## src/rtl/arm_ctrl_pkg.sv

```systemverilog
// Shared encodings for the multicycle ARM controller: FSM states, mux selects,
// ALU operations, opcode classes and condition codes.
package arm_ctrl_pkg;

  typedef enum logic [3:0] {
    FETCH, DECODE, MEMADR, MEMRD, MEMWB, MEMWR, EXECR, EXECI, ALUWB, BRANCH
  } state_t;

  localparam logic [1:0] ALU_ADD = 2'b00;
  localparam logic [1:0] ALU_SUB = 2'b01;
  localparam logic [1:0] ALU_AND = 2'b10;
  localparam logic [1:0] ALU_ORR = 2'b11;

  localparam logic [1:0] RES_ALUOUT    = 2'b00;
  localparam logic [1:0] RES_DATA      = 2'b01;
  localparam logic [1:0] RES_ALURESULT = 2'b10;

  localparam logic [1:0] SRCB_RD2  = 2'b00;
  localparam logic [1:0] SRCB_IMM  = 2'b01;
  localparam logic [1:0] SRCB_FOUR = 2'b10;

  localparam logic [1:0] OP_DP  = 2'b00;
  localparam logic [1:0] OP_MEM = 2'b01;
  localparam logic [1:0] OP_BR  = 2'b10;
  localparam logic [1:0] OP_NOP = 2'b11;

  localparam logic [3:0] COND_EQ = 4'b0000;
  localparam logic [3:0] COND_NE = 4'b0001;
  localparam logic [3:0] COND_CS = 4'b0010;
  localparam logic [3:0] COND_CC = 4'b0011;
  localparam logic [3:0] COND_MI = 4'b0100;
  localparam logic [3:0] COND_PL = 4'b0101;
  localparam logic [3:0] COND_VS = 4'b0110;
  localparam logic [3:0] COND_VC = 4'b0111;
  localparam logic [3:0] COND_HI = 4'b1000;
  localparam logic [3:0] COND_LS = 4'b1001;
  localparam logic [3:0] COND_GE = 4'b1010;
  localparam logic [3:0] COND_LT = 4'b1011;
  localparam logic [3:0] COND_GT = 4'b1100;
  localparam logic [3:0] COND_LE = 4'b1101;
  localparam logic [3:0] COND_AL = 4'b1110;

  // nzcv is ordered {N, Z, C, V}; the reserved code 1111 never executes.
  function automatic logic cond_eval(input logic [3:0] cond, input logic [3:0] nzcv);
    logic n, z, c, v;
    {n, z, c, v} = nzcv;
    case (cond)
      COND_EQ: cond_eval = z;
      COND_NE: cond_eval = ~z;
      COND_CS: cond_eval = c;
      COND_CC: cond_eval = ~c;
      COND_MI: cond_eval = n;
      COND_PL: cond_eval = ~n;
      COND_VS: cond_eval = v;
      COND_VC: cond_eval = ~v;
      COND_HI: cond_eval = c & ~z;
      COND_LS: cond_eval = ~c | z;
      COND_GE: cond_eval = (n == v);
      COND_LT: cond_eval = (n != v);
      COND_GT: cond_eval = ~z & (n == v);
      COND_LE: cond_eval = z | (n != v);
      COND_AL: cond_eval = 1'b1;
      default: cond_eval = 1'b0;
    endcase
  endfunction

endpackage

```

## src/rtl/arm_mc_controller_if.sv

```systemverilog
// Controller <-> datapath bundle. The datapath (master) supplies Instr/ALUFlags;
// the controller (slave) returns control strobes plus its state and flags for debug.
interface arm_mc_controller_if;
  import arm_ctrl_pkg::*;

  logic [31:0] Instr;
  logic [3:0]  ALUFlags;
  logic        PCWrite;
  logic        AdrSrc;
  logic        MemWrite;
  logic        IRWrite;
  logic        RegWrite;
  logic [1:0]  ResultSrc;
  logic        ALUSrcA;
  logic [1:0]  ALUSrcB;
  logic [1:0]  ALUControl;
  logic [1:0]  ImmSrc;
  logic [1:0]  RegSrc;
  state_t      state;
  logic [3:0]  nzcv;

  modport master (
    output Instr, ALUFlags,
    input  PCWrite, AdrSrc, MemWrite, IRWrite, RegWrite, ResultSrc,
           ALUSrcA, ALUSrcB, ALUControl, ImmSrc, RegSrc, state, nzcv
  );

  modport slave (
    input  Instr, ALUFlags,
    output PCWrite, AdrSrc, MemWrite, IRWrite, RegWrite, ResultSrc,
           ALUSrcA, ALUSrcB, ALUControl, ImmSrc, RegSrc, state, nzcv
  );
endinterface

```

## src/rtl/arm_cond_logic.sv

```systemverilog
// Stored NZCV flags and condition-code evaluation for the current instruction.
module arm_cond_logic
  import arm_ctrl_pkg::*;
(
  input  logic       clk,
  input  logic       rst,
  input  logic [3:0] cond,
  input  logic [3:0] alu_flags,
  input  logic       flag_w,
  output logic       cond_ex,
  output logic [3:0] nzcv
);

  assign cond_ex = cond_eval(cond, nzcv);

  // A flag-setting instruction whose condition fails leaves the flags untouched.
  always_ff @(posedge clk) begin
    if (rst) nzcv <= 4'b0000;
    else if (flag_w && cond_ex) nzcv <= alu_flags;
  end

endmodule

```

## src/rtl/arm_mc_controller.sv

```systemverilog
// Multicycle ARM control unit: main FSM, ALU decode and condition-gated write strobes.
module arm_mc_controller
  import arm_ctrl_pkg::*;
(
  input logic               clk,
  input logic               rst,
  arm_mc_controller_if.slave bus
);

  state_t      state_q, state_d;
  logic [1:0]  op;
  logic [5:0]  funct;
  logic [3:0]  rd, cond;
  logic        regw, memw, br, alu_op, irw, adr_src, src_a;
  logic [1:0]  res_src, src_b, alu_ctl;
  logic        cond_ex;
  logic [3:0]  nzcv;

  assign cond  = bus.Instr[31:28];
  assign op    = bus.Instr[27:26];
  assign funct = bus.Instr[25:20];
  assign rd    = bus.Instr[15:12];

  always_ff @(posedge clk) begin
    if (rst) state_q <= FETCH;
    else     state_q <= state_d;
  end

  always_comb begin
    state_d = FETCH;
    regw    = 1'b0;
    memw    = 1'b0;
    br      = 1'b0;
    alu_op  = 1'b0;
    irw     = 1'b0;
    adr_src = 1'b0;
    src_a   = 1'b0;
    src_b   = SRCB_RD2;
    res_src = RES_ALUOUT;
    case (state_q)
      FETCH: begin
        irw     = 1'b1;
        src_a   = 1'b1;
        src_b   = SRCB_FOUR;
        res_src = RES_ALURESULT;
        state_d = DECODE;
      end
      DECODE: begin
        src_a   = 1'b1;
        src_b   = SRCB_FOUR;
        res_src = RES_ALURESULT;
        case (op)
          OP_DP:   state_d = funct[5] ? EXECI : EXECR;
          OP_MEM:  state_d = MEMADR;
          OP_BR:   state_d = BRANCH;
          default: state_d = FETCH;
        endcase
      end
      MEMADR: begin
        src_b   = SRCB_IMM;
        state_d = funct[0] ? MEMRD : MEMWR;
      end
      MEMRD: begin
        adr_src = 1'b1;
        state_d = MEMWB;
      end
      MEMWB: begin
        res_src = RES_DATA;
        regw    = 1'b1;
      end
      MEMWR: begin
        adr_src = 1'b1;
        memw    = 1'b1;
      end
      EXECR: begin
        alu_op  = 1'b1;
        state_d = ALUWB;
      end
      EXECI: begin
        src_b   = SRCB_IMM;
        alu_op  = 1'b1;
        state_d = ALUWB;
      end
      ALUWB:  regw = 1'b1;
      BRANCH: begin
        src_b   = SRCB_IMM;
        res_src = RES_ALURESULT;
        br      = 1'b1;
      end
      default: state_d = FETCH;
    endcase
  end

  // Unlisted Funct[4:1] patterns fall back to ADD.
  always_comb begin
    alu_ctl = ALU_ADD;
    if (alu_op) begin
      case (funct[4:1])
        4'b0100: alu_ctl = ALU_ADD;
        4'b0010: alu_ctl = ALU_SUB;
        4'b0000: alu_ctl = ALU_AND;
        4'b1100: alu_ctl = ALU_ORR;
        default: alu_ctl = ALU_ADD;
      endcase
    end
  end

  arm_cond_logic u_cond (
    .clk       (clk),
    .rst       (rst),
    .cond      (cond),
    .alu_flags (bus.ALUFlags),
    .flag_w    (alu_op & funct[0]),
    .cond_ex   (cond_ex),
    .nzcv      (nzcv)
  );

  // Write strobes are masked while reset is held so an abandoned instruction commits nothing.
  assign bus.PCWrite    = ~rst & ((state_q == FETCH) | (cond_ex & (br | (regw & (rd == 4'd15)))));
  assign bus.IRWrite    = ~rst & irw;
  assign bus.RegWrite   = ~rst & regw & cond_ex;
  assign bus.MemWrite   = ~rst & memw & cond_ex;
  assign bus.AdrSrc     = adr_src;
  assign bus.ResultSrc  = res_src;
  assign bus.ALUSrcA    = src_a;
  assign bus.ALUSrcB    = src_b;
  assign bus.ALUControl = alu_ctl;
  assign bus.ImmSrc     = op;
  assign bus.RegSrc     = {op == OP_MEM, op == OP_BR};
  assign bus.state      = state_q;
  assign bus.nzcv       = nzcv;

endmodule

```

## src/flat_wrapper.sv

```systemverilog
// flat-port wrapper written by rule: the top's interface ports become plain ports
module arm_mc_controller_flat import arm_ctrl_pkg::*;
  (clk, rst, bus_Instr, bus_ALUFlags, bus_PCWrite, bus_AdrSrc, bus_MemWrite, bus_IRWrite, bus_RegWrite, bus_ResultSrc, bus_ALUSrcA, bus_ALUSrcB, bus_ALUControl, bus_ImmSrc, bus_RegSrc, bus_state, bus_nzcv);
  arm_mc_controller_if bus_i ();
  input logic clk;
  input logic rst;
  input wire logic [$bits(bus_i.Instr)-1:0] bus_Instr;
  input wire logic [$bits(bus_i.ALUFlags)-1:0] bus_ALUFlags;
  output wire logic [$bits(bus_i.PCWrite)-1:0] bus_PCWrite;
  output wire logic [$bits(bus_i.AdrSrc)-1:0] bus_AdrSrc;
  output wire logic [$bits(bus_i.MemWrite)-1:0] bus_MemWrite;
  output wire logic [$bits(bus_i.IRWrite)-1:0] bus_IRWrite;
  output wire logic [$bits(bus_i.RegWrite)-1:0] bus_RegWrite;
  output wire logic [$bits(bus_i.ResultSrc)-1:0] bus_ResultSrc;
  output wire logic [$bits(bus_i.ALUSrcA)-1:0] bus_ALUSrcA;
  output wire logic [$bits(bus_i.ALUSrcB)-1:0] bus_ALUSrcB;
  output wire logic [$bits(bus_i.ALUControl)-1:0] bus_ALUControl;
  output wire logic [$bits(bus_i.ImmSrc)-1:0] bus_ImmSrc;
  output wire logic [$bits(bus_i.RegSrc)-1:0] bus_RegSrc;
  output wire logic [$bits(bus_i.state)-1:0] bus_state;
  output wire logic [$bits(bus_i.nzcv)-1:0] bus_nzcv;
  assign bus_i.Instr = bus_Instr;
  assign bus_i.ALUFlags = bus_ALUFlags;
  assign bus_PCWrite = bus_i.PCWrite;
  assign bus_AdrSrc = bus_i.AdrSrc;
  assign bus_MemWrite = bus_i.MemWrite;
  assign bus_IRWrite = bus_i.IRWrite;
  assign bus_RegWrite = bus_i.RegWrite;
  assign bus_ResultSrc = bus_i.ResultSrc;
  assign bus_ALUSrcA = bus_i.ALUSrcA;
  assign bus_ALUSrcB = bus_i.ALUSrcB;
  assign bus_ALUControl = bus_i.ALUControl;
  assign bus_ImmSrc = bus_i.ImmSrc;
  assign bus_RegSrc = bus_i.RegSrc;
  assign bus_state = bus_i.state;
  assign bus_nzcv = bus_i.nzcv;
  arm_mc_controller u_core (.clk(clk), .rst(rst), .bus(bus_i));
endmodule
```

## config.mk

```make
export PLATFORM = sky130hd
export DESIGN_NAME = arm_mc_controller_flat
export DESIGN_NICKNAME = d
export VERILOG_FILES = /design/src/rtl/arm_ctrl_pkg.sv /design/src/rtl/arm_mc_controller_if.sv /design/src/rtl/arm_cond_logic.sv /design/src/rtl/arm_mc_controller.sv /design/src/flat_wrapper.sv
export SDC_FILE = /design/constraint.sdc
export NUM_CORES = 1
export LEC_CHECK = 0
export CAP_MARGIN = 20
export CORE_MARGIN = 2
export CORE_UTILIZATION = 29
export DETAILED_ROUTE_END_ITERATION = 8
export PLACE_DENSITY = 0.75
export SYNTH_ARGS = -nofsm -noshare
export SYNTH_HDL_FRONTEND = slang
export SYNTH_HIERARCHICAL = 1
export SYNTH_SLANG_ARGS = --single-unit
```

## constraint.sdc

```tcl
create_clock -name clk -period 3.58 [get_ports clk]
set_input_delay 1.074 -clock clk [delete_from_list [all_inputs] [get_ports clk]]
set_output_delay 1.074 -clock clk [all_outputs]
set_load 0.005 [all_outputs]
```

==> out/results.tsv, run 1 <==
metric	value	unit
status	finished, violations left	
failing checks	negative setup slack	
port bufs	45	
die height	55.89	um
Main synth FF type	dfxtp_1	
P_leak	0.5375	nW
Post-synth EDFFs	0	
Sw Ratio	0.2993	
Area contributors post-synth	dfxtp_1 (21%), nand2b_1 (7.2%), nor3_1 (5.8%), mux2i_1 (5.1%), xnor2_1 (4.5%)	
Hold Buf Count CTS	0	
M3 GR Usage	0.04651	
share of power burned in registers	0.343	
clock share of power	0.234	
Max-Cap Viols	0	
Synth Net Count	131	
Seq/Total Area, Yosys	0.2051	
clock period minus worst slack	3.704	ns
Layout fillers	239	
Crit path largest cell delay	0.39	ns
global-route wire length before repair	3939	um
largest net degree at the start of global routing	18	
DRC viols	0	
kind of critical path	input pin to output port	
io pins	62	
vias in the first global route	938	
gr busiest metal	met2	
Total GRT Usage	0.1518	
Worst EP arrival	2.63	ns
Die ar.	3123	um^2
Synth cell types	40	
area growth from synthesis to layout	90.55	%
Fmax	0.2699	GHz
worst hold slack	0.5104	ns
#FFs+latches synth	8	
CP max FO	2	
Routed WL per cell	12.49	um
Synth Cell Area	780.7	um^2
Starting DRT DRC Count	10	
Sink Count	8	
synth cell count leaders	nand2b_1 (9), nor3_1 (9), dfxtp_1 (8)	
vias per std cell	4.989	
Post-Route WL	2285	um
asr flop ratio synth	0	
Peak VDD IR	0.2562	mV
Slew headroom	0.6064	
GR Util met2	0.3078	
Comb power frac	0.424	
final antenna-violating net count	0	
Cell Chain, Critical Path	buf_8 -> a21boi_4 -> a211oi_4 -> or3_4 -> a31oi_4 -> nand2b_4 -> a2111oi_4 -> a22o_1 -> buf_2	
Avg Inst Size Synth	8.395	um^2
max-slew violation total from the final report	0	
share of cells above drive strength 1	0.3203	
Row Count	18	
CP Data Required Time	2.51	ns
setup ws final	-0.1244	ns
CP bufs+invs	2	
Slowest cell on crit path	or3_4	
Layout Skew	0.002230	ns
element type at the critical path end	output port	
Final setup violation count	2	
Crit path max-delay family	compound AO/OA/AOI/OAI gates	
Net Switching	0.09081	mW
Internal Power	0.2126	mW
Final Cycle Share	1.035	
Cell Pwr Density	204.0	nW/um^2
Clock Latency Late Sink	0.25	ns
clk buf depth	2	
via count	913	
CTS buffer count	3	
initial antenna violation count	0	
H-tree Lvls	1	
Cells after Synth	93	
clk root buf	clkbuf_4	
clock slew at reported path FFs	0.06	ns
final hold viol count	0	
Power Total	0.3034	mW
die width	55.89	um
CTS tree	built	
Core ar.	2522	um^2
Slew @ Worst Pin	0.5896	ns
GR Overflow Total	0	
ANT cells	0	
final RePlAce weighted congestion	0.8343	
hpwl dp	1715	um
Synth top area share	0.2051	
worst hold path type	flop to flop	
first-pass detailed-route iteration total	3	
yosys warns	6	
cell taking the most area after synthesis	dfxtp_1	
Starting Density	0.3095	
nets	193	
unrepaired setup endpoints after global routing	true	
crit path launch type	input pin	
met1 usage	0.1556	
[worst paths after layout]
check                             start               endpoint  slack (ns)  cells after the start
setup reg to reg  u_core/u_cond/nzcv[3]  u_core/u_cond/nzcv[1]        1.72                      6
setup / recovery          bus_Instr[31]            bus_PCWrite       -0.12                      9
hold / removal    u_core/u_cond/nzcv[2]  u_core/u_cond/nzcv[2]        0.51                      2
hold reg to reg   u_core/u_cond/nzcv[2]  u_core/u_cond/nzcv[2]        0.51                      2
[cell type report]
| type | count | area, um^2 | area share |
|---|---|---|---|
| multi-input cells | 75 | 654.4 | 0.4399 |
| repair buffers | 63 | 593.1 | 0.3987 |
| well taps | 30 | 37.54 | 0.02523 |
| clock buffers | 3 | 22.52 | 0.01514 |
| inverters | 4 | 20.02 | 0.01346 |
| flip-flops and latches | 8 | 160.2 | 0.1077 |
[state kept, by name, indices dropped and copies added (netlist names)]
register,count
u_core/bus.state,4
u_core/u_cond/nzcv,4
[power groups by stage]
| stage | registers, mW | logic [mW] | clock network [mW] |
|---|---|---|---|
| finish | 0.104 | 0.129 | 0.0709 |
| global route | 0.105 | 0.138 | 0.0793 |
| CTS | 0.103 | 0.128 | 0.0723 |
| detailed placement | 0.105 | 0.116 | 0 |
| global placement | 0.105 | 0.113 | 0 |
| floorplan | 0.0986 | 0.0509 | 0 |
[layer usage]
metal / wire, um / part of all wire / vias up
met5: 0 / 0 / -
met2: 1217 / 0.53 / 31
li1: - / - / 458
met3: 155 / 0.068 / 0
met1: 912 / 0.40 / 424
met4: 0 / 0 / 0
[layout by cell type (no fill, tap or decap), drive strengths merged, types with 2 or more instances in the layout]
cell type,count
nand3b,3
nor3,10
xor2,2
nand2b,11
buf,23
xnor2,4
a211oi,2
nor2b,2
a31oi,2
or3b,2
nand2,3
a21boi,2
a21oi,3
o21ai,5
clkdlybuf4s50,35
or3,3
nor2,3
clkbuf,4
mux2i,4
inv,4
dlygate4sd2,4
or2b,2
dfxtp,8
[tightest hold or removal path, delay by kind of cell, from the launching register on]
kind	cells	cell delay, ns
flip-flops	1	0.33
AND/OR/NAND/NOR	1	0.07
multiplexers	1	0.05
[cell families (layout without fill, tap and decap cells)]
group / count (synthesis) / in the layout / share of synthesized area
mux: 5 / 5 / 0.06571
xor+xnor: 6 / 6 / 0.06731
buf+inv: 10 / 70 / 0.08012
flops: 8 / 8 / 0.2051
simple gates: 43 / 43 / 0.3606
compound gates: 21 / 21 / 0.2212
[timing repair]
action	in CTS	in global routing
hold endpoints to repair	0	0
pin swaps	8	7
resized for setup	54	7
setup buffers	3	0
endpoints found under the setup margin	6	3
[metrics by stage]
step | instance area (um^2) | util | setup TNS, ns | cells | worst slack, ns
floorplan | 795.8 | - | 0 | 93 | 0.08497
global placement | 1356 | 0.5377 | -2.957 | 178 | -0.9847
detailed placement | 1356 | 0.5377 | -3.181 | 178 | -1.043
CTS | 1484 | 0.5883 | -0.2780 | 184 | -0.1618
global route | 1488 | 0.5898 | -0.3756 | 183 | -0.2197
finish | 1488 | 0.5898 | -0.2119 | 183 | -0.1244
(Power assumes the default switching activity.)
==> run 2, diff against run 1 <==
--- a/config.mk
+++ b/config.mk
@@ -7,9 +7,9 @@
 export LEC_CHECK = 0
 export CAP_MARGIN = 20
 export CORE_MARGIN = 2
-export CORE_UTILIZATION = 29
+export CORE_UTILIZATION = 33
 export DETAILED_ROUTE_END_ITERATION = 8
-export PLACE_DENSITY = 0.75
+export PLACE_DENSITY = 0.8
 export SYNTH_ARGS = -nofsm -noshare
 export SYNTH_HDL_FRONTEND = slang
 export SYNTH_HIERARCHICAL = 1
==> constraint.sdc (replaced) <==
create_clock -name clk -period 3.5 [get_ports clk]
set_input_delay 1.05 -clock clk [delete_from_list [all_inputs] [get_ports clk]]
set_output_delay 1.05 -clock clk [all_outputs]
set_load 0.005 [all_outputs]
==> run 2 against run 1 <==
The run still ends with negative setup slack left. Combinational power increased by 10%. Clock skew increased by 0.011 ns. Critical path depth increased by 1. Non-clock buffer count increased by 6. Sequential power about the same. Clock-buffer cell count unchanged. Worst hold slack improved by 0.048 ns. Wire length increased by 14%. Core utilization increased by 9.9 points. Worst setup slack got worse by 0.020 ns. Design area increased by 3.4%. Clock power increased by 2%. Largest cell class unchanged. Largest power group unchanged.
==> out/results.tsv, run 2 (synthesized netlist as in run 1, its figures left out) <==
metric	value	unit	change
status	finished, violations left		
failing checks	negative setup slack		
Crit path largest cell delay	0.42	ns	+0.03 ns
CTS tree	built		
io pins	62		unchanged
CP Launch Point	bus_Instr[31]		
share of cells above drive strength 1	0.3459		+0.02565
Post-Route WL	2609	um	+14%
Peak VDD IR	0.2077	mV	-19%
element type at the critical path end	output port		
hold path start	u_core/u_cond/nzcv[2]		
GR Util met2	0.3688		+0.06093
CTS buffer count	3		unchanged
Row Count	17		-1
footprint of the multi-input gates	663.1	um^2	+1.3%
Cell Pwr Density	206.6	nW/um^2	+1.3%
initial antenna violation count	0		unchanged
Hold Buf Count CTS	0		unchanged
Fmax	0.2744	GHz	
crit path launch type	input pin		
final hold viol count	0		unchanged
vias per std cell	5.118		+2.6%
first-pass detailed-route iteration total	4		+1
final antenna-violating net count	0		unchanged
ANT cells	0		unchanged
reg-to-reg endpoint	u_core/u_cond/nzcv[1]		
clk root buf	clkbuf_4		
worst reg2reg path depth	6		unchanged
via count	957		+4.8%
Worst EP arrival	2.59	ns	-0.04 ns
P_leak	0.5849	nW	+8.8%
Slew headroom	0.6585		+0.05204
commonest non-fill, non-tap cell in the layout	clkdlybuf4s50_1		
reg-to-reg slack, setup	1.55	ns	-0.17 ns
Total GRT Usage	0.1855		+0.03366
worst hold slack	0.5583	ns	+0.04794 ns
setup ws final	-0.1449	ns	-0.02043 ns
setup TNS	-0.2439	ns	-0.03195 ns
area growth from synthesis to layout	97.12	%	
Routed WL per cell	13.95	um	+12%
vias in the first global route	936		-0.21%
Layout fillers	201		-16%
Final Core Density	0.6891		+0.09929
unrepaired setup endpoints after global routing	true		
Placed Instances	179		+0.56%
Power Total	0.3179	mW	+4.8%
Slew @ Worst Pin	0.5116	ns	-0.07795 ns
Core ar.	2233	um^2	-11%
hpwl dp	1850	um	+7.9%
Starting DRT DRC Count	11		+1
met1 usage	0.1908		+0.03521
nets	199		+3.1%
M3 GR Usage	0.05714		+0.01063
sink of the worst hold path	u_core/u_cond/nzcv[2]		
FF-to-FF Start	u_core/u_cond/nzcv[3]		
CP bufs+invs	3		+1
GR Overflow Total	0		unchanged
max-slew violation total from the final report	0		unchanged
clk buf depth	2		unchanged
clock period minus worst slack	3.645	ns	
H-tree Lvls	1		unchanged
Max-Cap Viols	0		unchanged
port bufs	45		unchanged
DRC viols	0		unchanged
Starting Density	0.3496		+0.04006
Crit path max-delay family	compound AO/OA/AOI/OAI gates		
final RePlAce weighted congestion	0.7365		-12%
die width	52.64	um	-5.8%
CP max FO	2		unchanged
Sink Count	8		unchanged
Cell Chain, Critical Path	buf_8 -> a21boi_4 -> a211oi_4 -> or3_4 -> a31oi_4 -> buf_4 -> nand3_1 -> o21ai_1 -> a22o_1 -> buf_2		
Non-Filler Instances	187		+2.2%
WHS Path Cells	2		unchanged
Die ar.	2771	um^2	-11%
worst hold path type	flop to flop		
Layout Skew	0.01320	ns	+0.01097 ns
CP Data Required Time	2.45	ns	-0.06 ns
register area	160.2	um^2	unchanged
largest net degree at the start of global routing	17		-1
Clock Latency Late Sink	0.26	ns	about the same
most frequent cells in the layout	clkdlybuf4s50_1 (35), buf_4 (23), nand2b_1 (8), dfxtp_1 (8), nor3_1 (7)		
Final Cycle Share	1.041		
clock slew at reported path FFs	0.06	ns	about the same
Final setup violation count	2		unchanged
global-route wire length before repair	3946	um	+0.18%
kind of critical path	input pin to output port		
gr busiest metal	met2		
die height	52.64	um	-5.8%
Slowest cell on crit path	or3_4		
==> run 2: what timing repair did <==
item,4_1_cts,5_1_grt
pin swaps,8,6
endpoints found under the setup margin,6,3
resized for setup,50,11
buffers inserted,3,2
==> run 2: stage by stage <==
stage                     worst slack (ns)  instance area [um^2]
after floorplan                    0.05297                 795.8
after global placement              -1.009                  1376
after detailed placement            -1.109                  1376
after CTS                          -0.2339                  1473
after global routing               -0.2663                  1539
final                              -0.1449                  1539
==> run 2: final cells by class <==
class / instances / area share
multi-input cells: 75 / 0.4309
repair buffers: 69 / 0.4146
flip-flops and latches: 8 / 0.1041
well taps: 28 / 0.02276
clock buffers: 3 / 0.01463
inverters: 4 / 0.01301
==> run 2: worst max path at each step <==
stage                              to  slack [ns]  cells past startpoint
after global routing      bus_PCWrite       -0.27                      9
after global placement    bus_PCWrite       -1.01                      9
final                     bus_PCWrite       -0.14                     10
after CTS                 bus_PCWrite       -0.23                     10
after detailed placement  bus_PCWrite       -1.11                      9
after floorplan           bus_PCWrite        0.05                      7
==> run 2: where the power goes <==
| part | internal [mW] | total (mW) | switching [mW] | leakage (nW) |
|---|---|---|---|---|
| clock network | 0.0393 | 0.0723 | 0.0330 | 0.0138 |
| registers | 0.0942 | 0.104 | 0.00940 | 0.0650 |
| logic | 0.0893 | 0.142 | 0.0527 | 0.506 |
| total | 0.223 | 0.318 | 0.0951 | 0.585 |
==> run 2: worst register-to-register path: cells and delay by family (launching register included) <==
family | cells | cell delay [ns]
and+or+nand+nor | 1 | 0.42
DFF | 1 | 0.39
AOI/OAI and AO/OA | 2 | 0.36
xor gates and xnor gates | 1 | 0.34
muxes | 1 | 0.23
buffers and inverters | 1 | 0.16
==> run 2: routing by layer <==
metal,share of wire,routed length [um]
met1,0.38,1004
met2,0.54,1398
met3,0.079,206
met4,0,0
met5,0,0
==> RTL change, RTL diff (flow settings as in run 2) <==
Make the reset (`rst`) asynchronous in 2 clocked blocks.
--- a/src/rtl/arm_cond_logic.sv
+++ b/src/rtl/arm_cond_logic.sv
@@ -14,7 +14,7 @@
   assign cond_ex = cond_eval(cond, nzcv);
 
   // A flag-setting instruction whose condition fails leaves the flags untouched.
-  always_ff @(posedge clk) begin
+  always_ff @(posedge clk or posedge rst) begin
     if (rst) nzcv <= 4'b0000;
     else if (flag_w && cond_ex) nzcv <= alu_flags;
   end
--- a/src/rtl/arm_mc_controller.sv
+++ b/src/rtl/arm_mc_controller.sv
@@ -21,7 +21,7 @@
   assign funct = bus.Instr[25:20];
   assign rd    = bus.Instr[15:12];
 
-  always_ff @(posedge clk) begin
+  always_ff @(posedge clk or posedge rst) begin
     if (rst) state_q <= FETCH;
     else     state_q <= state_d;
   end
Formal check against the unedited RTL: differs if rst is asserted again (counterexample within 4 cycles, from zero or initial values and one cycle with rst high); with rst held inactive, the same outputs for 10 cycles.
==> RTL change against run 2 <==
- the flow still finishes with violations (negative setup slack)
- sequential cell count is the same
- synthesized area grew 13%
- via count grew 0.94%
- routed wire length shrank 0.69%
- die area grew 12%
- design area shrank 2.8%
- setup slack lost 0.23 ns
- highest routed layer is now met4
Power is not compared: it rests on default switching activity, and its combinational part moved more than twofold at a synthesized area within 25%.
==> RTL change: results (changes against run 2) <==
Run status
The flow ran to the end, but the final reports show violations. The checks that failed: negative setup slack.

Global routing
The overall global routing resource usage is 0.168 (-0.0179). The number of global-route vias before repair is 990 (+5.8%). The met1 track demand over resource was 0.176 (-0.0147). The global routing met2 resource utilization is 0.340 (-0.0286).

The maximum number of pins on one net before global-route repair is 20 (+3). The number of antenna violations at the first check in global routing is 0 (unchanged). The first-pass GRT wire length is 4.29 mm (+8.7%).

The met3 layer usage reported by global route is 0.0233 (-0.0339).

Setup path
The cell family contributing the most delay on the critical path is compound AO/OA/AOI/OAI gates. The data arrival time at the worst-slack endpoint came to 2.83 ns (+0.24 ns). The maximum net fanout on the critical path was 4 (+2). The worst stage delay on the critical path was 0.48 ns (+0.06 ns). The largest individual stage delay along the critical path comes from the cell sky130_fd_sc_hd__or4b_4.

Synth
The number of synthesis warnings came to 6 (unchanged). The share of the synthesized area in compound gates (AO/OA/AOI/OAI) is 0.237 (+0.0154). The number of nets in the synthesized netlist is 141 (+7.6%). By count the netlist is led by sky130_fd_sc_hd__dfrtp_1 (8), sky130_fd_sc_hd__nor2_1 (8), sky130_fd_sc_hd__buf_2 (6), sky130_fd_sc_hd__o21ai_0 (6). The xor/xnor share of the synthesized area is 0.0595 (-0.00782). The portion of the post-synthesis area used by sequential elements is 0.227 (+0.0215). Ranked by total cell area, the synthesized netlist is headed by sky130_fd_sc_hd__dfrtp_1 (23%), sky130_fd_sc_hd__xnor2_1 (5.0%), sky130_fd_sc_hd__buf_2 (3.4%). The multiplexer area fraction after synthesis is 0.0595 (-0.00622). The count of cell types in the netlist is 42 (+5.0%). The share of async-settable or async-resettable flops after synthesis was 1.00 (+1.00). The mean post-synth cell area is 8.58 um2 (+2.2%).

Final layout
The fraction of standard cell area that is sequential is 0.134 (+0.0297). The number of signal-net inverters in the final layout is 5 (+1). The share of layout cells above drive strength 1 is 0.277 (-0.0692).

The non-clock buffer instance count of the final layout was 64 (-7.2%). The filler-free cell count of the finished design is 189 (+1.1%). The filler cell count in the final layout is 232 (+15%). The layout buffering overhead excluding clock cells is 0.395 (-0.0191).

The footprint of the multi-input gates was 626 um2 (-5.7%). The count of multi-input gates is 79 (+5.3%).

Routing
The wire length after detailed routing is 2.59 mm (-0.69%). The count of routing violations after the opening detailed-route iteration was 21 (+10). The vias per cell is 5.11 (-0.13%).

STA
The worst clock skew is 0.00524 ns (-0.00796 ns). The minimum setup slack in the final design is -0.375 ns (-0.231 ns). The transition time at the pin with the least slew margin is 0.599 ns (+0.0877 ns). The setup violation total in the final timing report is 3 (+1).

Placement
The cell count after placement is 183 (+2.2%). The placer's final routability congestion estimate is 0.871 (+18%). The detailed placement HPWL is 2.14 mm (+16%). The instance area at placement was 1440 um2 (+4.5%).

Power
Power attributed to combinational cells is just under 0.5 mW. Summed over all cells, the static leakage comes to about 0.63 nW.

CTS
The number of buffers added for setup after CTS is 4 (+1). The total of cells resized after clock tree synthesis was 36 (-28%). The latest clock arrival within the worst-skew pair is 0.24 ns (-0.02 ns).
RTL change: cell types whose count changed in the layout (fill, tap and decap cells not counted), moves of 3 or more:
cell                              run 2  this run
sky130_fd_sc_hd__nor3_1               7         4
sky130_fd_sc_hd__dfrtp_1              0         8
sky130_fd_sc_hd__mux2i_1              4         0
sky130_fd_sc_hd__o21ai_0              2         6
sky130_fd_sc_hd__buf_6                1         4
sky130_fd_sc_hd__nor2_1               3         8
sky130_fd_sc_hd__buf_4               23        17
sky130_fd_sc_hd__nand2b_1             8         2
sky130_fd_sc_hd__dfxtp_1              8         0
RTL change: per-layer routing:
metal  vias to the layer above  share of wire
met5                         -              0
met2                        23           0.57
met1                       460           0.39
li1                        481              -
met4                         0         0.0039
met3                         2          0.034
RTL change: path summary, 6_finish.rpt:
path | start | end | slack, ns | cells past startpoint
max | bus_Instr[30] | bus_PCWrite | -0.38 | 9
min | u_core/u_cond/nzcv[3] | u_core/u_cond/nzcv[3] | 0.60 | 1
max reg2reg | u_core/u_cond/nzcv[0] | u_core/u_cond/nzcv[3] | 1.27 | 6
min reg2reg | u_core/u_cond/nzcv[3] | u_core/u_cond/nzcv[3] | 0.60 | 1
max in group asynchronous | rst | u_core/bus.state[2] | 2.13 | 3
min in group asynchronous | rst | u_core/u_cond/nzcv[2] | 1.21 | 3
RTL change: metrics by stage:
stage	setup TNS [ns]	setup WS [ns]	hold WS (ns)	utilization
final	-1.03	-0.375	0.604	0.599
after detailed placement	-3.49	-1.19	0.593	0.575
after global routing	-1.21	-0.442	0.634	0.599
after floorplan	-0.156	-0.156	0.590	-
after global placement	-3.20	-1.11	0.578	0.575
after CTS	-1.23	-0.450	0.603	0.594
